==> config.mk <==
export PLATFORM = sky130hd
export DESIGN_NAME = seq_divider16x8
export DESIGN_NICKNAME = d
export VERILOG_FILES = /design/src/rtl/seq_divider16x8.sv
export SDC_FILE = /design/constraint.sdc
export NUM_CORES = 1
export LEC_CHECK = 0
export CORE_UTILIZATION = 45
export CTS_BUF_LIST = sky130_fd_sc_hd__clkbuf_8
export CTS_CLUSTER_SIZE = 16
export DETAILED_ROUTE_END_ITERATION = 10
export HOLD_SLACK_MARGIN = 0.15
export PLACE_DENSITY = 0.81
export SLEW_MARGIN = 0
export SYNTH_ARGS = -nofsm -noshare
export SYNTH_HDL_FRONTEND = slang
export SYNTH_SLANG_ARGS = --single-unit
export TNS_END_PERCENT = 5
==> constraint.sdc <==
create_clock -name clk -period 2.5 [get_ports clk]
set_input_delay 0.625 -clock clk [delete_from_list [all_inputs] [get_ports clk]]
set_output_delay 0.625 -clock clk [all_outputs]
set_load 0.03 [all_outputs]
==> src/rtl/seq_divider16x8.sv <==
// Iterative restoring divider: 2*WIDTH-bit dividend / WIDTH-bit divisor.
// Produces one quotient bit per clock. Valid/ready handshakes on both sides.
// Divide-by-zero and quotient overflow are detected up front and answered
// in a single cycle.
module seq_divider16x8 #(
  parameter int WIDTH = 8
) (
  input  logic                 clk,
  input  logic                 rst_n,
  input  logic                 in_valid,
  output logic                 in_ready,
  input  logic [2*WIDTH-1:0]   dividend,
  input  logic [WIDTH-1:0]     divisor,
  output logic                 out_valid,
  input  logic                 out_ready,
  output logic [WIDTH-1:0]     quotient,
  output logic [WIDTH-1:0]     remainder,
  output logic                 div_zero,
  output logic                 ovf
);

  localparam int CW = (WIDTH > 1) ? $clog2(WIDTH) : 1;
  localparam logic [WIDTH-1:0] ONES = '1;
  localparam logic [CW-1:0]    LAST_STEP = CW'(WIDTH - 1);

  typedef enum logic [1:0] {
    IDLE = 2'd0,
    CALC = 2'd1,
    DONE = 2'd2
  } state_t;

  state_t           state_q, state_d;
  logic [CW-1:0]    cnt_q, cnt_d;
  logic [WIDTH-1:0] rem_q, rem_d;      // partial remainder R
  logic [WIDTH-1:0] quo_q, quo_d;      // shifting dividend low half / quotient Q
  logic [WIDTH-1:0] dvs_q, dvs_d;      // divisor captured at accept
  logic [WIDTH-1:0] quotient_q, quotient_d;
  logic [WIDTH-1:0] remainder_q, remainder_d;
  logic             div_zero_q, div_zero_d;
  logic             ovf_q, ovf_d;

  logic [WIDTH:0]   diff;
  logic [WIDTH-1:0] rem_step;
  logic [WIDTH-1:0] quo_step;
  logic [WIDTH-1:0] dividend_hi;
  logic [WIDTH-1:0] dividend_lo;

  assign dividend_hi = dividend[2*WIDTH-1:WIDTH];
  assign dividend_lo = dividend[WIDTH-1:0];

  // One restoring step: trial-subtract the divisor from the shifted remainder.
  // R < divisor always holds, so a non-negative difference fits in WIDTH bits.
  always_comb begin
    diff = {rem_q, quo_q[WIDTH-1]} - {1'b0, dvs_q};
    if (!diff[WIDTH]) begin
      rem_step = diff[WIDTH-1:0];
      quo_step = {quo_q[WIDTH-2:0], 1'b1};
    end else begin
      rem_step = {rem_q[WIDTH-2:0], quo_q[WIDTH-1]};
      quo_step = {quo_q[WIDTH-2:0], 1'b0};
    end
  end

  // Next-state and datapath-load logic; everything holds unless changed.
  always_comb begin
    state_d     = state_q;
    cnt_d       = cnt_q;
    rem_d       = rem_q;
    quo_d       = quo_q;
    dvs_d       = dvs_q;
    quotient_d  = quotient_q;
    remainder_d = remainder_q;
    div_zero_d  = div_zero_q;
    ovf_d       = ovf_q;
    unique case (state_q)
      IDLE: begin
        if (in_valid) begin
          if (divisor == '0) begin
            state_d     = DONE;
            div_zero_d  = 1'b1;
            ovf_d       = 1'b0;
            quotient_d  = ONES;
            remainder_d = dividend_lo;
          end else if (dividend_hi >= divisor) begin
            // Quotient would need more than WIDTH bits.
            state_d     = DONE;
            div_zero_d  = 1'b0;
            ovf_d       = 1'b1;
            quotient_d  = ONES;
            remainder_d = ONES;
          end else begin
            state_d    = CALC;
            rem_d      = dividend_hi;
            quo_d      = dividend_lo;
            dvs_d      = divisor;
            cnt_d      = '0;
            div_zero_d = 1'b0;
            ovf_d      = 1'b0;
          end
        end
      end
      CALC: begin
        rem_d = rem_step;
        quo_d = quo_step;
        cnt_d = cnt_q + 1'b1;
        if (cnt_q == LAST_STEP) begin
          state_d     = DONE;
          quotient_d  = quo_step;
          remainder_d = rem_step;
        end
      end
      DONE: begin
        if (out_ready) begin
          state_d = IDLE;
        end
      end
      default: begin
        state_d = IDLE;
      end
    endcase
  end

  // State and datapath registers with synchronous active-low reset.
  always_ff @(posedge clk) begin
    if (!rst_n) begin
      state_q     <= IDLE;
      cnt_q       <= '0;
      rem_q       <= '0;
      quo_q       <= '0;
      dvs_q       <= '0;
      quotient_q  <= '0;
      remainder_q <= '0;
      div_zero_q  <= 1'b0;
      ovf_q       <= 1'b0;
    end else begin
      state_q     <= state_d;
      cnt_q       <= cnt_d;
      rem_q       <= rem_d;
      quo_q       <= quo_d;
      dvs_q       <= dvs_d;
      quotient_q  <= quotient_d;
      remainder_q <= remainder_d;
      div_zero_q  <= div_zero_d;
      ovf_q       <= ovf_d;
    end
  end

  assign in_ready  = (state_q == IDLE);
  assign out_valid = (state_q == DONE);
  assign quotient  = quotient_q;
  assign remainder = remainder_q;
  assign div_zero  = div_zero_q;
  assign ovf       = ovf_q;

endmodule

==> metrics.yaml, run 1 <==
run_status:
  run_status: "finished, final reports clean"
floorplan:
  core_area_um2: 5890
  floorplan.die_area_um2: 6390
  die-width_um: 79.9
  initial_util_pct: 46.4
  chipHeight_um: 79.9
  row_count: 28
  floorplan.io_pins: 48
drt:
  routed_wire_length_um: 7700
  remaining_drc_errors: 0
  via_count: 2724
  vias_per_cell: 5.68
  drt_iter0_drc: 231
  dr.pass1.iters: 5
  per_cell_routed_wire_length_um: 16.0
  postRouteAntennaNets: 0
power_and_ir_drop:
  p_leak_nw: 1.69
  vdd_ir_drop_max_v: 0.000345
  total_power_mw: 2.86
  power_density_nw_per_um2: 737
clocking:
  clk_root_buffer_cell: "sky130_fd_sc_hd__clkbuf_8"
  clk_pin_slew_ns: 0.09
  ctsHtreeMaxLevel: 2
  clk_path_buf_depth: 2
  insertion_delay_ns: 0.31
  tritoncts: "done"
  cts.sink_count: 47
  numCtsBuffers: 5
synthesis:
  portion_of_the_post_synthesis_area_used_by_sequential_elements_pct: 34.4
  most_area_consuming_cells_after_synthesis: "sky130_fd_sc_hd__dfxtp_1 34%, sky130_fd_sc_hd__ha_1 8.2%, sky130_fd_sc_hd__mux2i_1 7.7%, sky130_fd_sc_hd__nand2_1 5.5%, sky130_fd_sc_hd__o21ai_0 4.8%"
  synth_top_area_share_pct: 34.4
  async_flop_share_pct: 0
  synthesis.area_um2: 2730
  postSynthCellCount: 320
  synth_cell_type_count: 47
  synth_warnings: 0
  synth-adder-area-share_pct: 8.97
  edff_count_synth: 0
  xor_and_xnor_area_share_after_synthesis_pct: 1.28
  ys_dominant_reg_cell: "sky130_fd_sc_hd__dfxtp_1"
  yosys_register_bits: 47
  synth.largest_area_cell: "sky130_fd_sc_hd__dfxtp_1"
  synthSimpleGateAreaFrac_pct: 16.2
  synth.net_count: 367
  combinational_family_with_the_most_area_after_synthesis: "compound AO/OA/AOI/OAI gates"
  fraction_of_synthesized_area_in_multiplexers_pct: 8.10
  syn_area_per_cell_um2: 8.54
  complex_gate_fraction_of_the_synthesized_area_pct: 24.7
worst_setup_path:
  category_of_the_worst_setup_path_capture_point: "register"
  cp_max_delay_cell: "sky130_fd_sc_hd__clkdlybuf4s50_1"
  crit_path_max_incr_delay_ns: 0.49
  start_kind: "input port"
  worst-path-max-fanout: 8
  criticalPathCategory: "input port to register"
  cp_num_buf_inv: 4
  critical_path_required_ns: 2.71
  path_delay_family: "buffers and inverters"
  critical_path.most_common_cell: "sky130_fd_sc_hd__buf_4"
  worst-endpoint-arrival_ns: 2.70
  crit_path_cell_chain: "clkdlybuf4s50_1 > inv_1 > ha_1 > nand3_1 > a41oi_4 > o21ai_4 > buf_4 > buf_4 > o221a_2"
timing:
  skew_ns: 0.00931
  report.final.setup_viol: 0
  slew_headroom_pct: 38.1
  period_minus_slack_ns: 2.49
  timing.final.crit_share_pct: 99.7
  timing.final.hold_violations: 0
  tightest_slew_ns: 0.928
  grt_setup_unrepaired: "yes"
  timing_max_transition_violations_final: 0
  worst_hold_slack_ns: 0.458
  fmax_ghz: 0.401
cells_and_area:
  design.final.nets: 451
  area.growth.synth_to_final_pct: 41.8
  ff_latch_area_um2: 943
  num-fill-cells: 466
  antenna-diode-count: 0
  drive_above_1_share_pct: 22.7
  area_taken_by_multi_input_logic_gates_um2: 1790
worst_hold_path:
  hold_path_class: "register to register"
grt:
  grt_pass1_wl_um: 11700
  grt_usage_pct: 23.5
  number_of_global_route_vias_before_repair: 2572
  grt_start_max_net_pins: 30
  grt.overflow.total: 0
  number_of_antenna_violations_at_the_first_check_in_global_routing: 0
flow_run:
  drv.max_cap_violation_count: 0
place:
  finalWeightedCongestion: 0.896
  port_buffers: 47
  dp_hpwl_um: 5330
==> per-stage QoR <==
| step | instance area [um^2] | cells | setup slack (ns) | setup TNS (ns) | utilization [%] |
|---|---|---|---|---|---|
| 6_report | 3880 | 480 | 0.00807 | 0 | 65.9 |
| 5_1_grt | 3880 | 480 | -0.0842 | -0.594 | 65.9 |
| 4_1_cts | 3690 | 475 | -0.0122 | -0.0220 | 62.6 |
| 3_5_place_dp | 3500 | 462 | -0.484 | -13.47 | 59.5 |
| 3_3_place_gp | 3500 | 462 | -0.332 | -11.62 | 59.5 |
| 2_1_floorplan | 2730 | 320 | 0.187 | 0 | - |
==> per-layer routing <==
| metal | routed length, um | track usage, % | vias to the layer above |
|---|---|---|---|
| met3 | 470 | 4.34 | 18 |
| met5 | 0 | 0 | - |
| li1 | - | - | 1309 |
| met4 | 162 | 7.86 | 0 |
| met1 | 3330 | 29.6 | 1265 |
| met2 | 3740 | 39.9 | 132 |
==> timing repair <==
| action | CTS | global route |
|---|---|---|
| pin swaps | 6 | 9 |
| hold buffers | 0 | 0 |
| gates cloned | 1 | 1 |
| setup endpoints to repair | 19 | 40 |
| resized for setup | 7 | 29 |
| setup buffers | 4 | 4 |
==> worst register-to-register path, delay by kind of cell (launching register included) <==
family	cells	cell delay (ns)
simple gates	1	0.05
flops	1	0.35
buf+inv	3	0.30
compound gates	5	1.18
fa+ha+maj	2	0.50
==> power by group <==
| group | switching, mW | internal, mW |
|---|---|---|
| logic | 0.720 | 0.612 |
| registers | 0.0793 | 0.853 |
| clock network | 0.289 | 0.304 |
| total | 1.09 | 1.77 |
==> synthesized netlist by cell type, drive strengths merged (3+ instances only) <==
| cell | n |
|---|---|
| a311oi | 8 |
| a211oi | 10 |
| ha | 18 |
| o211ai | 10 |
| buf | 5 |
| a31oi | 3 |
| a21oi | 12 |
| o21ai | 29 |
| nand3 | 5 |
| o211a | 6 |
| nand2 | 42 |
| nor2 | 31 |
| inv | 22 |
| nor2b | 8 |
| clkbuf | 13 |
| dfxtp | 47 |
| o221a | 4 |
| mux2i | 21 |
==> layout make-up <==
cell class                 instances  area share (%)
inverter                          22            2.13
tap                               75            2.42
clock inverter                     3            1.23
clock buffer                       5            1.78
timing repair buffer              94            21.9
sequential                        47            24.3
multi-input combinational        234            46.2
==> state kept, by name, indices dropped and copies added (netlist names) <==
signal	flops
remainder	8
dvs_q	8
quotient	8
cnt_q	3
div_zero	1
rem_q	8
quo_q	8
state_q	2
ovf	1
==> layout by cell type, fill, tap and decap left out, types with 2 or more instances in the layout <==
| cell | n |
|---|---|
| sky130_fd_sc_hd__dfxtp_1 | 45 |
| sky130_fd_sc_hd__buf_4 | 44 |
| sky130_fd_sc_hd__clkdlybuf4s50_1 | 43 |
| sky130_fd_sc_hd__nand2_1 | 40 |
| sky130_fd_sc_hd__nor2_1 | 31 |
| sky130_fd_sc_hd__o21ai_0 | 26 |
| sky130_fd_sc_hd__mux2i_1 | 21 |
| sky130_fd_sc_hd__inv_1 | 19 |
| sky130_fd_sc_hd__ha_1 | 15 |
| sky130_fd_sc_hd__a21oi_1 | 9 |
| sky130_fd_sc_hd__nor2b_1 | 8 |
| sky130_fd_sc_hd__o211ai_1 | 8 |
| sky130_fd_sc_hd__a311oi_1 | 7 |
| sky130_fd_sc_hd__o211a_1 | 6 |
| sky130_fd_sc_hd__a211oi_1 | 6 |
| sky130_fd_sc_hd__clkbuf_8 | 5 |
| sky130_fd_sc_hd__o221a_2 | 4 |
| sky130_fd_sc_hd__dlymetal6s2s_1 | 4 |
| sky130_fd_sc_hd__inv_2 | 3 |
| sky130_fd_sc_hd__a211oi_4 | 3 |
| sky130_fd_sc_hd__nand3_1 | 3 |
| sky130_fd_sc_hd__a31oi_1 | 3 |
| sky130_fd_sc_hd__ha_4 | 3 |
| sky130_fd_sc_hd__o211ai_2 | 2 |
| sky130_fd_sc_hd__a21o_1 | 2 |
| sky130_fd_sc_hd__nor4_4 | 2 |
| sky130_fd_sc_hd__nand3_2 | 2 |
| sky130_fd_sc_hd__a21oi_2 | 2 |
| sky130_fd_sc_hd__o21ai_4 | 2 |
| sky130_fd_sc_hd__xnor2_1 | 2 |
| sky130_fd_sc_hd__o21a_1 | 2 |
| sky130_fd_sc_hd__xor2_1 | 2 |
| sky130_fd_sc_hd__dfxtp_2 | 2 |
| sky130_fd_sc_hd__buf_6 | 2 |
==> path summary, 6_finish.rpt <==
| path | startpoint | depth (start not counted) | end | slack [ns] |
|---|---|---|---|---|
| max | divisor[7] | 9 | rem_q[3] | 0.008 |
| min | div_zero | 2 | div_zero | 0.46 |
| max reg2reg | quo_q[7] | 11 | rem_q[6] | 0.02 |
| min reg2reg | div_zero | 2 | div_zero | 0.46 |
==> logic make-up after synthesis <==
kind of cell,Yosys count
adders and majority gates,19
xor gates and xnor gates,4
muxes,22
AOI/OAI and AO/OA,91
and+or+nand+nor,97
DFF,47
buffers and inverters,40
(Power assumes the default switching activity.)
==> run 2: changes to the inputs <==
--- a/config.mk
+++ b/config.mk
@@ -9,6 +9,7 @@
 export CTS_BUF_LIST = sky130_fd_sc_hd__clkbuf_8
 export CTS_CLUSTER_SIZE = 16
 export DETAILED_ROUTE_END_ITERATION = 10
+export GPL_TIMING_DRIVEN = 0
 export HOLD_SLACK_MARGIN = 0.15
 export PLACE_DENSITY = 0.81
 export SLEW_MARGIN = 0
==> run 2 against run 1 <==
Effect of this change:
- worst setup slack better by 0.049 ns
- non-clock buffer count down 26
- clock skew rose by 0.0024 ns
- critical path depth did not move
- largest power group unchanged
- sequential power shrank 0.8%
- critical endpoint is now quo_q[0]
- combinational power is 6% lower
- critical path type unchanged
- maximum frequency increased by 2.0%
==> metrics.yaml, run 2 (synthesized netlist as in run 1, its figures left out) <==
worst_setup_path:
  cp_max_delay_cell: "sky130_fd_sc_hd__clkdlybuf4s50_1"  # unchanged
  crit_path_cell_chain: "clkdlybuf4s50_1 > ha_1 > a21o_1 > a21oi_4 > nand3_2 > o21ai_4 > buf_4 > nand2_1 > o32ai_1"  # was clkdlybuf4s50_1 > inv_1 > ha_1 > nand3_1 > a41oi_4 > o21ai_4 > buf_4 > buf_4 > o221a_2
  worst-endpoint-arrival_ns: 2.65  # was 2.70 ns
  worst-path-max-fanout: 10  # was 8
  critical_path_required_ns: 2.71  # about the same
  path_delay_family: "compound AO/OA/AOI/OAI gates"  # was buffers and inverters
  crit_path_max_incr_delay_ns: 0.42  # was 0.49 ns
  criticalPathCategory: "input port to register"  # unchanged
  category_of_the_worst_setup_path_capture_point: "register"  # unchanged
  start_kind: "input port"  # unchanged
  cp_num_buf_inv: 2  # was 4
grt:
  grt_usage_pct: 23.1  # was 23.5%
  grt_pass1_wl_um: 11300  # was 11,700 um
  number_of_antenna_violations_at_the_first_check_in_global_routing: 0  # unchanged
  number_of_global_route_vias_before_repair: 2357  # was 2,572
  grt.overflow.total: 0  # unchanged
  grt_start_max_net_pins: 17  # was 30
floorplan:
  row_count: 28  # unchanged
  floorplan.io_pins: 48  # unchanged
  chipHeight_um: 79.9  # unchanged
  core_area_um2: 5890  # unchanged
  die-width_um: 79.9  # unchanged
  initial_util_pct: 46.4  # unchanged
  floorplan.die_area_um2: 6390  # unchanged
clocking:
  cts_hold_repair.buffers: 0  # unchanged
  numCtsBuffers: 5  # unchanged
  cts.sink_count: 47  # unchanged
  clk_path_buf_depth: 2  # unchanged
  ctsHtreeMaxLevel: 2  # unchanged
  tritoncts: "done"  # unchanged
  insertion_delay_ns: 0.32  # was 0.31 ns
  clk_root_buffer_cell: "sky130_fd_sc_hd__clkbuf_8"  # unchanged
  clk_pin_slew_ns: 0.10  # was 0.09 ns
drt:
  met1Wirelength_um: 3170  # was 3330 um
  drt_iter0_drc: 336  # was 231
  met2RoutedLength_um: 3370  # was 3740 um
  postRouteAntennaNets: 0  # unchanged
  vias_per_cell: 5.68  # about the same
  highest-signal-layer: "met4"  # unchanged
  per_cell_routed_wire_length_um: 15.8  # was 16.0 um
  dr.pass1.iters: 5  # unchanged
  remaining_drc_errors: 0  # unchanged
  routed_wire_length_um: 7160  # was 7700 um
  via_count: 2575  # was 2,724
  wl_met3_um: 480  # was 470 um
timing:
  timing_max_transition_violations_final: 0  # unchanged
  timing.final.crit_share_pct: 97.7  # was 99.7%
  report.final.setup_viol: 0  # unchanged
  period_minus_slack_ns: 2.44  # was 2.49 ns
  final.setup.tns_ns: 0  # unchanged
  slew_headroom_pct: 62.8  # was 38.1%
  skew_ns: 0.0117  # was 0.00931 ns
  fmax_ghz: 0.409  # was 0.401 GHz
  setup_ws_ns: 0.0575  # was 0.00807 ns
  tightest_slew_ns: 0.557  # was 0.928 ns
  timing.final.hold_violations: 0  # unchanged
  grt_setup_unrepaired: "yes"  # unchanged
power_and_ir_drop:
  p_leak_nw: 1.52  # was 1.69 nW
  vdd_ir_drop_max_v: 0.000378  # was 0.000345 V
  power_density_nw_per_um2: 774  # was 737 nW/um^2
cells_and_area:
  area_taken_by_multi_input_logic_gates_um2: 1730  # was 1790 um^2
  antenna-diode-count: 0  # unchanged
  drive_above_1_share_pct: 12.7  # was 22.7%
  ff_latch_area_um2: 941  # was 943 um^2
  final_cells: 453  # was 480
  num-fill-cells: 523  # was 466
  layout.core_utilization_pct: 60.7  # was 65.9%
  design.final.nets: 424  # was 451
  area.growth.synth_to_final_pct: 30.6  # was 41.8%
  mostFrequentLayoutCells: "47 x sky130_fd_sc_hd__dfxtp_1, 40 x sky130_fd_sc_hd__nand2_1, 36 x sky130_fd_sc_hd__clkdlybuf4s50_1"  # was 45 x sky130_fd_sc_hd__dfxtp_1, 44 x sky130_fd_sc_hd__buf_4, 43 x sky130_fd_sc_hd__clkdlybuf4s50_1
  layout_commonest_cell: "sky130_fd_sc_hd__dfxtp_1"  # unchanged
flow_run:
  drv.max_cap_violation_count: 0  # unchanged
place:
  dp_hpwl_um: 5290  # was 5330 um
  dp_slack_ns: -0.520  # was -0.484 ns
  port_buffers: 46  # was 47
  dp_cells: 441  # was 462
  finalWeightedCongestion: 0.913  # was 0.896
worst_hold_path:
  hold_path_class: "register to register"  # unchanged
run_status:
  run_status: "finished, final reports clean"  # unchanged
## run 2: changes by cell type in the layout (fill, tap and decap cells not counted), sizes merged
| cell | before | now |
|---|---|---|
| buf | 47 | 8 |
| o211ai | 11 | 10 |
| dlygate4sd2 | 0 | 5 |
| clkdlybuf4s50 | 43 | 36 |
| dlymetal6s2s | 4 | 5 |
| clkbuf | 5 | 19 |
## run 2: area by class of cell
cell class / instances / share of cell area (%)
multi-input cells: 233 / 48.4
plain buffers: 18 / 2.66
repair buffers: 50 / 14.4
clock buffers: 5 / 1.93
clock inverters: 3 / 1.33
flip-flops and latches: 47 / 26.3
inverters: 22 / 2.31
well taps: 75 / 2.63
## run 2: final timing paths
check | slack (ns) | cells past startpoint | endpoint | start
setup / recovery | 0.06 | 9 | quo_q[0] | dividend[14]
hold / removal | 0.46 | 2 | quotient[1] | quotient[1]
setup reg to reg | 0.08 | 10 | remainder[2] | quo_q[7]
hold reg to reg | 0.46 | 2 | quotient[1] | quotient[1]
## run 2: power by group
group          internal, mW  switching, mW  leakage, nW
Sequential            0.852         0.0734        0.387
Combinational         0.572          0.676         1.07
Clock                 0.303          0.287       0.0587
## run 2: routing by layer
layer / up-vias / GRT usage [%]
met3: 12 / 4.23
li1: 1250 / -
met5: - / 0
met1: 1205 / 30.7
met4: 0 / 8.04
met2: 108 / 37.4
## run 2: worst reg2reg max path, delay by kind of cell, from the launching register on
kind	cells	cell delay [ns]
AO/OA/AOI/OAI	5	0.97
buffers and inverters	2	0.12
flip-flops	1	0.35
adder cells (fa/ha/maj)	2	0.53
multiplexers	1	0.33
## run 2: repair_timing
action,CTS,global route
setup buffers,0,2
cloned,1,1
gates resized for setup,17,19
hold endpoints to repair,0,0
endpoints found under the setup margin,37,40
pin swaps,4,9
## run 2: per-stage QoR
| stage | instance area, um^2 | power (mW) | hold WS, ns |
|---|---|---|---|
| 2_1_floorplan | 2730 | 1.70 | 0.458 |
| 3_3_place_gp | 3290 | 1.98 | 0.445 |
| 3_5_place_dp | 3290 | 2.01 | 0.454 |
| 4_1_cts | 3450 | 2.62 | 0.467 |
| 5_1_grt | 3570 | 2.91 | 0.475 |
| 6_report | 3570 | 2.76 | 0.464 |
